`src/rtl/game_state_tracker_pkg.sv`:
```
// Shared definitions for the game state tracker.
//   - state_e     : game phase encoding (IDLE/SERVE/PLAY/OVER)
//   - BCD_MAX     : largest value a BCD digit can hold
//   - DEFAULT_LIVES: lives loaded at game start unless overridden
//   - bcd_inc     : two-digit BCD increment that saturates at 99
package game_state_tracker_pkg;

  typedef enum logic [1:0] {
    ST_IDLE  = 2'd0,
    ST_SERVE = 2'd1,
    ST_PLAY  = 2'd2,
    ST_OVER  = 2'd3
  } state_e;

  localparam logic [3:0] BCD_MAX       = 4'd9;
  localparam int         DEFAULT_LIVES = 3;

  // Returns {tens, ones} after one increment; 99 stays 99.
  function automatic logic [7:0] bcd_inc(input logic [3:0] tens, input logic [3:0] ones);
    logic [7:0] res;
    if (ones != BCD_MAX) begin
      res = {tens, ones + 4'd1};
    end else if (tens != BCD_MAX) begin
      res = {tens + 4'd1, 4'd0};
    end else begin
      res = {tens, ones};
    end
    return res;
  endfunction

endpackage

```
`src/rtl/game_state_tracker_edge_detect.sv`:
```
// One-bit rising-edge detector.
// Ports:
//   clk_i   : clock
//   reset_i : asynchronous active-high reset, clears the history bit
//   d_i     : level input
//   rise_o  : high for the cycle where d_i is 1 and the previous sample was 0
module edge_detect (
  input  logic clk_i,
  input  logic reset_i,
  input  logic d_i,
  output logic rise_o
);

  logic hist_q;

  always_ff @(posedge clk_i or posedge reset_i) begin
    if (reset_i) begin
      hist_q <= 1'b0;
    end else begin
      hist_q <= d_i;
    end
  end

  // The event is seen on the same edge that first samples d_i high.
  assign rise_o = d_i & ~hist_q;

endmodule

```
`src/rtl/game_state_tracker.sv`:
```
// Game state controller: turns collision levels and a start button into a
// two-digit BCD score, a lives count and an IDLE/SERVE/PLAY/OVER sequence.
// Frame timing comes from rising edges of vsync.
// Ports:
//   clk, reset (async, active-high)
//   vsync, start, hit, miss : level inputs, each edge-detected
//   score0 / score1         : BCD ones / tens digit
//   lives                   : lives remaining (0-9)
//   state                   : IDLE=0, SERVE=1, PLAY=2, OVER=3
//   ball_en                 : high only in PLAY
//   game_over               : high only in OVER
// Optional build macro GAME_STATE_EXTRA_LIFE_EN: one bonus life per game when
// the score crosses 49 -> 50 (lives capped at 9).
module game_state_tracker
  import game_state_tracker_pkg::*;
#(
  parameter int START_LIVES  = DEFAULT_LIVES,
  parameter int SERVE_FRAMES = 60,
  parameter int OVER_FRAMES  = 180
) (
  input  logic       clk,
  input  logic       reset,
  input  logic       vsync,
  input  logic       start,
  input  logic       hit,
  input  logic       miss,
  output logic [3:0] score0,
  output logic [3:0] score1,
  output logic [3:0] lives,
  output logic [1:0] state,
  output logic       ball_en,
  output logic       game_over
);

  localparam logic [3:0] LIVES_INIT = 4'(START_LIVES);
  localparam logic [7:0] SERVE_LAST = 8'(SERVE_FRAMES - 1);
  localparam logic [7:0] OVER_LAST  = 8'(OVER_FRAMES - 1);

  logic tick_ev, start_ev, hit_ev, miss_ev;

  edge_detect u_ed_vsync (.clk_i(clk), .reset_i(reset), .d_i(vsync), .rise_o(tick_ev));
  edge_detect u_ed_start (.clk_i(clk), .reset_i(reset), .d_i(start), .rise_o(start_ev));
  edge_detect u_ed_hit   (.clk_i(clk), .reset_i(reset), .d_i(hit),   .rise_o(hit_ev));
  edge_detect u_ed_miss  (.clk_i(clk), .reset_i(reset), .d_i(miss),  .rise_o(miss_ev));

  state_e     state_q, state_d;
  logic [3:0] score0_q, score0_d;
  logic [3:0] score1_q, score1_d;
  logic [3:0] lives_q, lives_d;
  logic [7:0] cnt_q, cnt_d;
  logic [3:0] lives_tmp;
  logic [7:0] score_inc;
`ifdef GAME_STATE_EXTRA_LIFE_EN
  logic       award_q, award_d;
`endif

  always_ff @(posedge clk or posedge reset) begin
    if (reset) begin
      state_q  <= ST_IDLE;
      score0_q <= 4'd0;
      score1_q <= 4'd0;
      lives_q  <= LIVES_INIT;
      cnt_q    <= 8'd0;
`ifdef GAME_STATE_EXTRA_LIFE_EN
      award_q  <= 1'b0;
`endif
    end else begin
      state_q  <= state_d;
      score0_q <= score0_d;
      score1_q <= score1_d;
      lives_q  <= lives_d;
      cnt_q    <= cnt_d;
`ifdef GAME_STATE_EXTRA_LIFE_EN
      award_q  <= award_d;
`endif
    end
  end

  always_comb begin
    state_d   = state_q;
    score0_d  = score0_q;
    score1_d  = score1_q;
    lives_d   = lives_q;
    cnt_d     = cnt_q;
    lives_tmp = lives_q;
    score_inc = bcd_inc(score1_q, score0_q);
`ifdef GAME_STATE_EXTRA_LIFE_EN
    award_d   = award_q;
`endif

    unique case (state_q)
      ST_IDLE: begin
        if (start_ev) begin
          state_d  = ST_SERVE;
          score0_d = 4'd0;
          score1_d = 4'd0;
          lives_d  = LIVES_INIT;
          cnt_d    = 8'd0;
`ifdef GAME_STATE_EXTRA_LIFE_EN
          award_d  = 1'b0;
`endif
        end
      end

      ST_SERVE: begin
        // The tick that reaches the count moves to PLAY on that same edge.
        if (tick_ev) begin
          if (cnt_q == SERVE_LAST) begin
            state_d = ST_PLAY;
            cnt_d   = 8'd0;
          end else begin
            cnt_d = cnt_q + 8'd1;
          end
        end
      end

      ST_PLAY: begin
        if (hit_ev) begin
          {score1_d, score0_d} = score_inc;
`ifdef GAME_STATE_EXTRA_LIFE_EN
          if (!award_q && score1_q == 4'd4 && score0_q == BCD_MAX) begin
            award_d = 1'b1;
            if (lives_tmp != BCD_MAX) lives_tmp = lives_tmp + 4'd1;
          end
`endif
        end
        // A simultaneous hit has already been folded in above, so the miss
        // acts on the post-hit lives value.
        if (miss_ev) begin
          if (lives_tmp != 4'd0) lives_tmp = lives_tmp - 4'd1;
          cnt_d   = 8'd0;
          state_d = (lives_tmp == 4'd0) ? ST_OVER : ST_SERVE;
        end
        lives_d = lives_tmp;
      end

      ST_OVER: begin
        if (start_ev) begin
          state_d  = ST_SERVE;
          score0_d = 4'd0;
          score1_d = 4'd0;
          lives_d  = LIVES_INIT;
          cnt_d    = 8'd0;
`ifdef GAME_STATE_EXTRA_LIFE_EN
          award_d  = 1'b0;
`endif
        end else if (tick_ev) begin
          // Score is left untouched so the last result stays on display.
          if (cnt_q == OVER_LAST) begin
            state_d = ST_IDLE;
            cnt_d   = 8'd0;
          end else begin
            cnt_d = cnt_q + 8'd1;
          end
        end
      end

      default: state_d = ST_IDLE;
    endcase
  end

  assign score0    = score0_q;
  assign score1    = score1_q;
  assign lives     = lives_q;
  assign state     = state_q;
  assign ball_en   = (state_q == ST_PLAY);
  assign game_over = (state_q == ST_OVER);

endmodule

```
`config.mk`:
```
export PLATFORM = sky130hd
export DESIGN_NAME = game_state_tracker
export DESIGN_NICKNAME = d
export VERILOG_FILES = /design/src/rtl/game_state_tracker_pkg.sv /design/src/rtl/game_state_tracker_edge_detect.sv /design/src/rtl/game_state_tracker.sv
export SDC_FILE = /design/constraint.sdc
export NUM_CORES = 1
export LEC_CHECK = 0
export CAP_MARGIN = 20
export CORE_UTILIZATION = 41
export CTS_CLUSTER_DIAMETER = 50
export DETAILED_ROUTE_END_ITERATION = 10
export HOLD_SLACK_MARGIN = 0.02
export PLACE_DENSITY = 0.63
export REMOVE_ABC_BUFFERS = 1
export SLEW_MARGIN = 30
export SYNTH_ARGS = -nofsm -noshare
export SYNTH_HDL_FRONTEND = slang
export SYNTH_SLANG_ARGS = --single-unit
```
`constraint.sdc`:
```
create_clock -name clk -period 2.6 [get_ports clk]
set_input_delay 0.65 -clock clk [delete_from_list [all_inputs] [get_ports clk]]
set_output_delay 0.65 -clock clk [all_outputs]
set_load 0.05 [all_outputs]
```
Word-level counts from Yosys, hierarchy flattened
Index checks and enable logic that the tools add are counted.
- input bits: 6
- memories: 0
- register bits after elaboration: 26
- bits in read-only memories: 0
- latch bits: 0
- logic and storage cells: 79
- memory bits (writable): 0
- output and inout bits: 16
- multiply operators: 0
- add/subtract/negate cells: 4
- reduce and logical (&&, ||, !) cells: 10
- $lt $le $gt $ge: 0
- bitwise gates (word level): 8
- equality and inequality tests: 18
- shift-type cells: 0
- mux-type cells: 30
- divide/modulo/power cells: 0
- operators by type and width (kind ; count):
    $mux W8 ; 9
    $mux W4 ; 8
    $pmux W8 S4 ; 1
    $pmux W4 S2 ; 3
    $mux W2 ; 8
    $ne A3 B1 Y1 const B ; 3
    $add A4 B1 Y4 const B ; 2
    $add A8 B1 Y8 const B ; 1
    $eq A8 B6 Y1 const B ; 1
    $eq A8 B8 Y1 const B ; 1
    $ne A2 B1 Y1 const B ; 4
    $ne A2 B2 Y1 const B ; 4
    $ne A4 B4 Y1 const B ; 2
    $pmux W2 S4 ; 1
    $reduce_and A4 Y1 ; 2
    $reduce_and A6 Y1 ; 1
    $reduce_and A5 Y1 ; 1
    $and A1 B1 Y1 ; 4
    $eq A2 B2 Y1 const B ; 2
    $logic_not A4 Y1 ; 1
    $not A1 Y1 ; 4
    $reduce_bool A4 Y1 ; 1
    $sub A4 B1 Y4 const B ; 1
    $reduce_and A3 Y1 ; 1
    other kinds (4) ; 4

Longest topological paths before layout
Gate-level depths: netlist of the first run.
- depth in word-level cells: 8
- gate-level depth with buffers: 7
- depth with buffers taken out: 7

By module
A second synthesis of the first run with hierarchy kept.
- cell total of the unflattened synthesis: 168
- area, all modules: 1565.3 µm²
- by module, submodules not included (module ; area an instance (µm²) ; seq. area each (µm²) ; cells an instance ; times used):
    game_state_tracker ; 1395.1 ; 553.0 ; 156 ; 1
    edge_detect ; 42.5 ; 25.0 ; 3 ; 4

Least setup slack after synthesis of the first run
No wires, ideal clock.
- kind: flip-flop to flip-flop
- from: reg state_q[1] (netlist: state[1])
- to: reg cnt_q[3]
- setup time: 0.069 ns
- buffers on the path: 0
- period minus slack after synthesis: 2.506 ns
- cell stages (with the launch flop): 6
- slack: 0.094 ns
- required time: 2.531 ns
- data arrival time: 2.437 ns
- cell sequence: dfrtp_1 ha_1 a21oi_2 or3_4 or4_1 nand3_1
- word-level cells in the longest chain between the ends: 3
- elaborated cells on any way between the ends: 10
- those cells by class: 7 x eq/ne; 1 x mux; 2 x reduce/logical
- RTL lines (element ; line ; RTL):
    start: declaration ; game_state_tracker.sv:46 ; state_e state_q, state_d;
    start signal: assignment ; game_state_tracker.sv:68 ; state_q <= state_d;
    $eq A2 B2 Y1 * ; -- ;
    net game_over ; game_state_tracker.sv:32 ; output logic game_over
    $ne A3 B1 Y1 (no line) ; -- ;
    $reduce_and A4 Y1 (no line) ; -- ;
    end signal: assignment ; game_state_tracker.sv:72 ; cnt_q <= cnt_d;
    end: declaration ; game_state_tracker.sv:50 ; logic [7:0] cnt_q, cnt_d;
The timed path passes the listed nets; every way through them passes the cells marked *.
A chain may end at the register's enable or synchronous reset.

Worst setup path after layout of the first run
- from: reg lives_q[0] (netlist: lives[0])
- to: out lives[0]
- RTL lines (element ; line ; RTL):
    start: declaration ; game_state_tracker.sv:49 ; logic [3:0] lives_q, lives_d;
    start signal: assignment ; game_state_tracker.sv:71 ; lives_q <= lives_d;
    end: declaration ; game_state_tracker.sv:29 ; output logic [3:0] lives,
No word-level cell between the ends.

==> summary.txt, run 1 <==
Layout
  • Share of cells above drive strength 1: 11.6%
  • Nets: 207
  • Fin util: 52.7%
  • N_diodes: 0
  • Area grow syn2layout: 23.4%

Route
  • Via/cell ratio: 5.62
  • Routed vias: 1331
  • Average wire per standard cell: 14.1 microns
  • Top Metal Used: met4
  • DRT antenna net count: 0
  • WL met1: 1570 microns
  • Met3 WL post-DR: 88 microns
  • Drt pass-1 iters: 4
  • Wirelength, routed: 3350 microns
  • # DRC: 0
  • Wire length on met2: 1650 microns
  • Initial detailed-routing violation count: 59

CTS
  • Clock tree buffer depth: 2
  • CTS root buf: clkbuf_8
  • Num CTS Buffers: 3
  • Hold_buf cts: 0
  • Setup Buffers After CTS: 0
  • H-tree levels: 1
  • Clock sink count: 26
  • # resized after CTS: 0
  • Worst-path clk slew: 0.10 ns
  • CTS tree: done
  • Worst skew pair latency: 0.28 ns

Pwr
  • Leak: 0.893 nW
  • Pwr Density: 1250 mW/mm^2
  • Maximum ir drop on the vdd rail: 0.000361 V

GRT
  • First-pass GRT wire length: 5730 microns
  • Number of global-route vias before repair: 1283
  • GRT Resource Usage Total: 18.0%
  • Largest net degree at the start of global routing: 27
  • Antenna violations before repair: 0
  • Total grt overflow: 0

Setup path
  • Crit-path leading delay family: buffers and inverters
  • Reg-to-Reg Start: state[1]
  • Critical path arrival: 1.70 ns
  • Critical path startpoint category: flip-flop
  • R2R Setup Slk: 0.54 ns
  • Critical Path Max Stage Delay: 0.82 ns
  • Cell count along the critical path: 1
  • Reg2reg path depth: 7
  • Crit-path slowest cell: clkdlybuf4s50_1
  • Peak fanout along the critical path: 7
  • CP endpoint: lives[0]
  • Worst Setup SP: lives[0]
  • Required time of the worst setup path: 1.95 ns
  • Reg2reg end: score0[3]
  • Critical path cell sequence: clkdlybuf4s50_1
  • CP bufs+invs: 1
  • Crit path capture type: output pin
  • Crit Path Class: flip-flop to output pin

Logic synthesis
  • Yosys warning count: 0
  • Yosys top cell area share: 38.4%
  • Largest area contributor in the netlist: dfrtp_1
  • Netlist cell types: 43
  • Synth Register Bits: 26
  • Synthesized netlist cell count: 160
  • Syn_area_per_cell: 9.78 sq um
  • FFs w/ async S/R, synth: 100%
  • Post-synth top flop: dfrtp_1
  • Post-synth EDFFs: 0
  • Largest cells by area after synthesis: dfrtp_1 38%, ha_1 8.8%, o21ai_0 3.8%, nand2_1 3.8%, dfstp_2 3.4%
  • Seq/Total Area, Yosys: 41.8%
  • Mapped cell area: 0.00156 sq mm

Die
  • Initial core utilization: 42.7%
  • Die Ht: 63.8 microns
  • Area of the die: 0.00407 sq mm
  • Cell Rows: 22
  • Die width: 63.8 microns
  • Core area: 0.00366 sq mm
  • I/O pin count: 22

Timing
  • Worst-Margin Slew: 0.498 ns
  • Fmax: 426 MHz
  • Min Tclk post-route: 2.35 ns
  • Final Cycle Share: 90.4%
  • Sum Neg Setup Slack: 0 ns
  • Final hold vios: 0
  • RSZ-0062 raised after global routing: false
  • Slew headroom: 66.7%
  • Final setup violating endpoints: 0
  • Pins Over Slew Limit: 0
  • Max Clock Skew: 0.00579 ns

Placement
  • Hpwl dp: 2520 microns
  • IO Port Bufs: 21
  • RePlAce Congestion: 0.902

Outcome
  • Outcome: completed

Run
  • Max-cap viol count: 0

Min path
  • Critical hold path startpoint: score1[3]
  • Min-delay worst type: flip-flop to flip-flop
[synthesized netlist by cell type (3+ instances only)]
cell type and number:
dfrtp_1 24, a31oi_1 4, o31ai_1 4, o21ai_0 12
nor3_1 4, ha_1 11, a21oi_1 4, inv_1 12
a21o_1 3, nor2_1 9, nor2b_1 4, nand2_1 16
a22oi_1 3, nand2b_1 5, a22o_1 4, nand3_1 9
[flip-flops by register name, indices dropped and copies added, names as in the netlist]
signal	count
cnt_q	8
lives	4
score0	4
score1	4
state	2
u_ed_hit.hist_q	1
u_ed_miss.hist_q	1
u_ed_start.hist_q	1
u_ed_vsync.hist_q	1
[layer usage]
layer | vias to the layer above | track usage, %
met1 | 653 | 23.0
li1 | 646 | -
met4 | 0 | 8.24
met5 | - | 0
met3 | 5 | 2.86
met2 | 27 | 29.9
[cell type report]
class                      count  area, sq um
fill                         340         1730
timing repair buffer          25          235
tap                           48         60.1
clock buffer                   3         41.3
sequential                    26          653
inverter                      12         45.0
multi-input combinational    122          866
clock inverter                 1         30.0
[power by group]
group          switching (W)  internal [W]
combinational       0.000903      0.000517
clock               0.000137      0.000206
sequential          0.000131      0.000518
total                0.00117       0.00124
[cell usage in the layout, fill, tap and decap left out, types with 2 or more instances in the layout]
cell and instances:
a21o_1 3, a21oi_1 4, a22o_1 4, a22oi_1 3, a31oi_1 4, and3_1 2, and3b_1 2, buf_4 6
clkbuf_8 3, clkdlybuf4s50_1 19, dfrtp_1 24, dfstp_2 2, ha_1 11, inv_1 12, nand2_1 16, nand2b_1 5
nand3_1 9, nand3b_1 2, nand4_1 2, nor2_1 9, nor2b_1 4, nor3_1 4, o21ai_0 12, o31ai_1 4
[logic make-up (layout without fill, tap and decap cells)]
| logic type | after synthesis | after routing | share of synthesized area, % |
|---|---|---|---|
| buffers and inverters | 12 | 41 | 2.88 |
| multiplexers | 1 | 1 | 0.720 |
| adder cells (fa/ha/maj) | 11 | 11 | 8.80 |
| AND/OR/NAND/NOR | 64 | 64 | 24.0 |
| flip-flops | 26 | 26 | 41.8 |
| AO/OA/AOI/OAI | 46 | 46 | 21.8 |
[metrics by stage]
stage / hold slack [ns] / instances / setup slack [ns] / power [W] / instance area [sq um]
6_report: 0.533 / 237 / 0.251 / 0.00241 / 1930
5_1_grt: 0.566 / 237 / 0.213 / 0.00259 / 1930
4_1_cts: 0.533 / 237 / 0.243 / 0.00242 / 1930
3_5_place_dp: 0.519 / 233 / 0.168 / 0.00207 / 1860
3_3_place_gp: 0.507 / 233 / 0.214 / 0.00204 / 1860
2_1_floorplan: 0.480 / 160 / 0.0944 / 0.00165 / 1560
[how the worst min path moves through the flow]
stage	end	slack (ns)	depth (start not counted)
floorplan	cnt_q[1]	0.48	2
finish	score1[3]	0.53	1
CTS	score0[3]	0.53	1
detailed placement	score0[3]	0.52	1
global placement	score1[3]	0.51	1
global route	score0[3]	0.57	1
No activity file was read; power rests on OpenSTA's default activity.
==> run 2: changes to the inputs <==
CORE_UTILIZATION = 45   (was 41)
PLACE_DENSITY = 0.68   (was 0.63)
TNS_END_PERCENT = 5   (was not set)
==> run 2 against run 1 <==
Effect of this change: power is 3.1% lower; worst setup slack worse by 0.064 ns; sequential power is 3% higher; sequential share of layout area is 0.51 points higher; combinational power hardly changed; clock skew is 0.0018 ns lower; global-route usage is 2.4 points higher; register-to-register slack worse by 0.21 ns; core utilization is 4.3 points higher; worst hold slack worse by 0.016 ns; critical path depth stayed put; largest cell class unchanged; highest routed layer unchanged.
==> summary.txt, run 2 (synthesis gave the netlist of run 1 again) <==
Outcome
  • Outcome: completed (unchanged)

CTS
  • H-tree levels: 1 (unchanged)
  • Setup Buffers After CTS: 0 (unchanged)
  • Hold_buf cts: 0 (unchanged)
  • Worst skew pair latency: 0.33 ns (was 0.28 ns)
  • Clock sink count: 26 (unchanged)
  • # resized after CTS: 0 (unchanged)
  • Num CTS Buffers: 3 (unchanged)
  • Clock tree buffer depth: 2 (unchanged)
  • Worst-path clk slew: 0.15 ns (was 0.10 ns)
  • CTS tree: done (unchanged)
  • CTS root buf: clkbuf_4 (was clkbuf_8)

Layout
  • Share of cells above drive strength 1: 11.2% (was 11.6%)
  • Area grow syn2layout: 21.6% (was 23.4%)
  • N_diodes: 0 (unchanged)
  • Post-route cell area: 0.00190 sq mm (was 0.00193 sq mm)
  • Most flops, register: cnt_q (unchanged)
  • Max FFs per register: 8 (unchanged)
  • Fillers: 313 (was 340)
  • Most frequent cells in the layout: 24 x dfrtp_1, 19 x clkdlybuf4s50_1, 16 x nand2_1 (unchanged)
  • Nets: 206 (was 207)
  • Commonest non-fill, non-tap cell in the layout: dfrtp_1 (unchanged)

Setup path
  • Crit-path slowest cell: clkdlybuf4s50_1 (unchanged)
  • Critical path arrival: 1.76 ns (was 1.70 ns)
  • Crit-path leading delay family: buffers and inverters (unchanged)
  • Required time of the worst setup path: 1.95 ns (about the same)
  • CP bufs+invs: 1 (unchanged)
  • Critical Path Max Stage Delay: 0.82 ns (about the same)
  • Crit path capture type: output pin (unchanged)
  • Critical path startpoint category: flip-flop (unchanged)
  • Peak fanout along the critical path: 7 (unchanged)
  • Crit Path Class: flip-flop to output pin (unchanged)
  • Critical path cell sequence: clkdlybuf4s50_1 (unchanged)

Die
  • Cell Rows: 21 (was 22)
  • Die width: 61.0 microns (was 63.8 microns)
  • Core area: 0.00334 sq mm (was 0.00366 sq mm)
  • I/O pin count: 22 (unchanged)
  • Die Ht: 61.0 microns (was 63.8 microns)
  • Initial core utilization: 46.9% (was 42.7%)
  • Area of the die: 0.00372 sq mm (was 0.00407 sq mm)

Timing
  • Slew headroom: 67.1% (was 66.7%)
  • Final hold vios: 0 (unchanged)
  • Fmax: 414 MHz (was 426 MHz)
  • RSZ-0062 raised after global routing: false (unchanged)
  • Final Cycle Share: 92.8% (was 90.4%)
  • Pins Over Slew Limit: 0 (unchanged)
  • Max Clock Skew: 0.00399 ns (was 0.00579 ns)
  • Sum Neg Setup Slack: 0 ns (unchanged)
  • Worst setup margin: 0.187 ns (was 0.251 ns)
  • Final setup violating endpoints: 0 (unchanged)
  • Min Tclk post-route: 2.41 ns (was 2.35 ns)
  • Worst-Margin Slew: 0.491 ns (was 0.498 ns)

Placement
  • Post-place setup slack: 0.250 ns (was 0.168 ns)
  • Hpwl dp: 2430 microns (was 2520 microns)
  • DP Area: 0.00185 sq mm (was 0.00186 sq mm)
  • RePlAce Congestion: 0.809 (was 0.902)
  • IO Port Bufs: 21 (unchanged)

GRT
  • First-pass GRT wire length: 5670 microns (was 5730 microns)
  • Largest net degree at the start of global routing: 27 (unchanged)
  • Number of global-route vias before repair: 1260 (was 1283)
  • Antenna violations before repair: 0 (unchanged)
  • GRT Resource Usage Total: 20.4% (was 18.0%)
  • Total grt overflow: 0 (unchanged)

Pwr
  • Pwr Density: 1230 mW/mm^2 (was 1250 mW/mm^2)
  • Overall power: 0.00234 W (was 0.00241 W)
  • Leak: 0.880 nW (was 0.893 nW)
  • Maximum ir drop on the vdd rail: 0.000526 V (was 0.000361 V)

Route
  • Via/cell ratio: 5.61 (was 5.62)
  • Wirelength, routed: 3250 microns (was 3350 microns)
  • Initial detailed-routing violation count: 83 (was 59)
  • DRT antenna net count: 0 (unchanged)
  • Drt pass-1 iters: 4 (unchanged)
  • Routed vias: 1312 (was 1331)
  • Average wire per standard cell: 13.9 microns (was 14.1 microns)
  • # DRC: 0 (unchanged)

Run
  • Max-cap viol count: 0 (unchanged)

Min path
  • Min-delay worst type: flip-flop to flip-flop (unchanged)
## run 2: cell types whose count changed in the layout (fill, tap and decap cells not counted), sizes merged
cell | before | now
buf | 6 | 5
## run 2: path summary, 6_finish.rpt
kind                                 from        end  slack, ns  cells past startpoint
worst min-delay path            score1[3]  score1[3]       0.52                      1
max in group asynchronous           reset   lives[0]       1.65                      3
worst max register to register   state[0]  score0[3]       0.33                      6
worst min register to register  score1[3]  score1[3]       0.52                      1
worst max-delay path             lives[0]   lives[0]       0.19                      1
min in group asynchronous           reset   state[1]       0.65                      3
## run 2: layout make-up
| class | count | area [sq um] | share of cell area (%) |
|---|---|---|---|
| well taps | 46 | 57.6 | 3.03 |
| clock inverters | 1 | 30.0 | 1.58 |
| multi-input cells | 122 | 866 | 45.5 |
| flip-flops and latches | 26 | 653 | 34.3 |
| repair buffers | 24 | 228 | 12.0 |
| inverters | 12 | 45.0 | 2.37 |
| clock buffers | 3 | 22.5 | 1.18 |
## run 2: metal layers
metal	vias up	global-route usage (%)	routed length [microns]
li1	649	-	-
met1	645	26.2	1470
met2	14	36.4	1700
met3	4	1.92	46
met4	0	5.84	33
met5	-	0	0
## run 2: through the flow
stage,hold slack [ns],instances,util [%]
final,0.517,234,57.0
after global placement,0.498,230,55.4
after global routing,0.549,234,57.0
after floorplan,0.480,160,-
after detailed placement,0.493,230,55.4
after CTS,0.517,234,57.0
## run 2: where the power goes
group	internal [W]	total, W	switching, W
registers	0.000518	0.000667	0.000150
clock network	0.000156	0.000286	0.000130
logic	0.000512	0.00139	0.000874
==> run 3: changes to the inputs <==
SETUP_SLACK_MARGIN = 0.15   (was not set)
==> run 3 against run 2 <==
Effect of this change: first-iteration DRC count increased by 2.4%; combinational power about the same; sequential power about the same; non-clock buffer count unchanged; wire length increased by 0.59%; power increased by 0.37%; clock power about the same; final cell count unchanged; worst setup slack improved by 0.0023 ns; register-to-register slack improved by 0.12 ns; global-route usage unchanged; largest cell class unchanged; highest routed layer unchanged.
==> summary.txt, run 3 (synthesis gave the netlist of run 1 again) <==
Setup path
  • Crit-path leading delay family: buffers and inverters (unchanged)
  • Required time of the worst setup path: 1.95 ns (about the same)
  • Cell count along the critical path: 1 (unchanged)
  • CP endpoint: lives[0] (unchanged)
  • CP bufs+invs: 1 (unchanged)
  • Critical path arrival: 1.76 ns (about the same)
  • Crit-path slowest cell: clkdlybuf4s50_1 (unchanged)
  • R2R Setup Slk: 0.45 ns (was 0.33 ns)
  • Critical path startpoint category: flip-flop (unchanged)
  • Worst Setup SP: lives[0] (unchanged)
  • Crit path capture type: output pin (unchanged)
  • Reg2reg path depth: 6 (unchanged)
  • Critical path cell sequence: clkdlybuf4s50_1 (unchanged)
  • Critical Path Max Stage Delay: 0.82 ns (about the same)
  • Reg-to-Reg Start: state[0] (unchanged)
  • Peak fanout along the critical path: 7 (unchanged)
  • Crit Path Class: flip-flop to output pin (unchanged)
  • Reg2reg end: score0[3] (unchanged)

Placement
  • Hpwl dp: 2430 microns (unchanged)
  • RePlAce Congestion: 0.809 (unchanged)
  • IO Port Bufs: 21 (unchanged)
  • Cell total after placement: 230 (unchanged)

Route
  • Drt pass-1 iters: 5 (was 4)
  • Average wire per standard cell: 14.0 microns (was 13.9 microns)
  • Via/cell ratio: 5.65 (was 5.61)
  • DRT antenna net count: 0 (unchanged)
  • Wirelength, routed: 3270 microns (was 3250 microns)
  • Routed vias: 1321 (was 1312)
  • # DRC: 0 (unchanged)
  • Initial detailed-routing violation count: 85 (was 83)

Layout
  • Fin util: 57.1% (was 57.0%)
  • N_diodes: 0 (unchanged)
  • Max FFs per register: 8 (unchanged)
  • Share of cells above drive strength 1: 11.7% (was 11.2%)
  • Non-Filler Instances: 234 (unchanged)
  • Fillers: 313 (unchanged)
  • Commonest non-fill, non-tap cell in the layout: dfrtp_1 (unchanged)
  • Nets: 206 (unchanged)
  • Area grow syn2layout: 21.8% (was 21.6%)
  • Seq. cell area: 653 sq um (unchanged)
  • Most flops, register: cnt_q (unchanged)
  • Area of the multi-input gates: 870 sq um (was 866 sq um)
  • Most frequent cells in the layout: 24 x dfrtp_1, 19 x clkdlybuf4s50_1, 16 x nand2_1 (unchanged)

Min path
  • Min-delay worst type: flip-flop to flip-flop (unchanged)

Timing
  • Pins Over Slew Limit: 0 (unchanged)
  • Slew headroom: 67.2% (was 67.1%)
  • Final Cycle Share: 92.7% (was 92.8%)
  • Final setup violating endpoints: 0 (unchanged)
  • RSZ-0062 raised after global routing: true (was false)
  • Max Clock Skew: 0.00334 ns (was 0.00399 ns)
  • Final hold vios: 0 (unchanged)
  • Min Tclk post-route: 2.41 ns (about the same)
  • Fmax: 415 MHz (was 414 MHz)
  • Worst-Margin Slew: 0.491 ns (about the same)
  • Sum Neg Setup Slack: 0 ns (unchanged)

Die
  • Core area: 0.00334 sq mm (unchanged)
  • Die Ht: 61.0 microns (unchanged)
  • Initial core utilization: 46.9% (unchanged)
  • Cell Rows: 21 (unchanged)
  • Area of the die: 0.00372 sq mm (unchanged)
  • Die width: 61.0 microns (unchanged)
  • I/O pin count: 22 (unchanged)

Pwr
  • Maximum ir drop on the vdd rail: 0.000527 V (was 0.000526 V)
  • Leak: 0.880 nW (about the same)
  • Pwr Density: 1230 mW/mm^2 (about the same)

CTS
  • Worst-path clk slew: 0.15 ns (about the same)
  • H-tree levels: 1 (unchanged)
  • CTS root buf: clkbuf_4 (unchanged)
  • CTS tree: done (unchanged)
  • Num CTS Buffers: 3 (unchanged)
  • Clock tree buffer depth: 2 (unchanged)
  • Clock sink count: 26 (unchanged)
  • Worst skew pair latency: 0.33 ns (about the same)
  • Hold_buf cts: 0 (unchanged)

GRT
  • Total grt overflow: 0 (unchanged)
  • Largest net degree at the start of global routing: 27 (unchanged)
  • Antenna violations before repair: 0 (unchanged)
  • First-pass GRT wire length: 5670 microns (unchanged)
  • GRT Resource Usage Total: 20.4% (unchanged)
  • Number of global-route vias before repair: 1260 (unchanged)

Outcome
  • Outcome: completed (unchanged)

Run
  • Max-cap viol count: 0 (unchanged)
run 3: power breakdown:
part	internal, W	switching [W]	leakage, nW
sequential	0.000518	0.000150	0.333
combinational	0.000516	0.000878	0.520
clock	0.000156	0.000130	0.0279
total	0.00119	0.00116	0.880
run 3: layer usage:
metal  part of all wire [%]  vias up  track usage [%]
li1                       -      646                -
met1                     45      647             26.2
met2                     52       22             36.4
met3                    1.7        6             1.92
met4                    1.1        0             5.84
met5                      0        -                0
run 3: timing repair:
action / in CTS / in global routing
setup buffers: 0 / 0
endpoints found under the hold margin: 0 / 0
setup endpoints to repair: 0 / 4
resized for setup: 0 / 1
run 3: metrics by stage:
stage | area, sq um | power [W] | hold WS, ns | setup WS, ns
floorplan | 1560 | 0.00165 | 0.480 | 0.0944
global placement | 1850 | 0.00202 | 0.498 | 0.275
detailed placement | 1850 | 0.00206 | 0.493 | 0.250
CTS | 1900 | 0.00235 | 0.517 | 0.176
global route | 1910 | 0.00255 | 0.549 | 0.119
finish | 1910 | 0.00235 | 0.517 | 0.189
run 3: worst min path at each step:
| stage | end | start | cells after the start | slack (ns) |
|---|---|---|---|---|
| 4_1_cts | score1[3] | score1[3] | 1 | 0.52 |
| 5_1_grt | score1[3] | score1[3] | 1 | 0.55 |
| 2_1_floorplan | cnt_q[1] | cnt_q[1] | 2 | 0.48 |
| 6_report | score1[3] | score1[3] | 1 | 0.52 |
| 3_3_place_gp | score1[3] | score1[3] | 1 | 0.50 |
| 3_5_place_dp | score1[3] | score1[3] | 1 | 0.49 |
run 3: layout make-up:
class / count / share of cell area (%)
multi-input cells: 122 / 45.6
clock inverters: 1 / 1.58
inverters: 12 / 2.36
flip-flops and latches: 26 / 34.3
well taps: 46 / 3.02
clock buffers: 3 / 1.18
repair buffers: 24 / 12.0
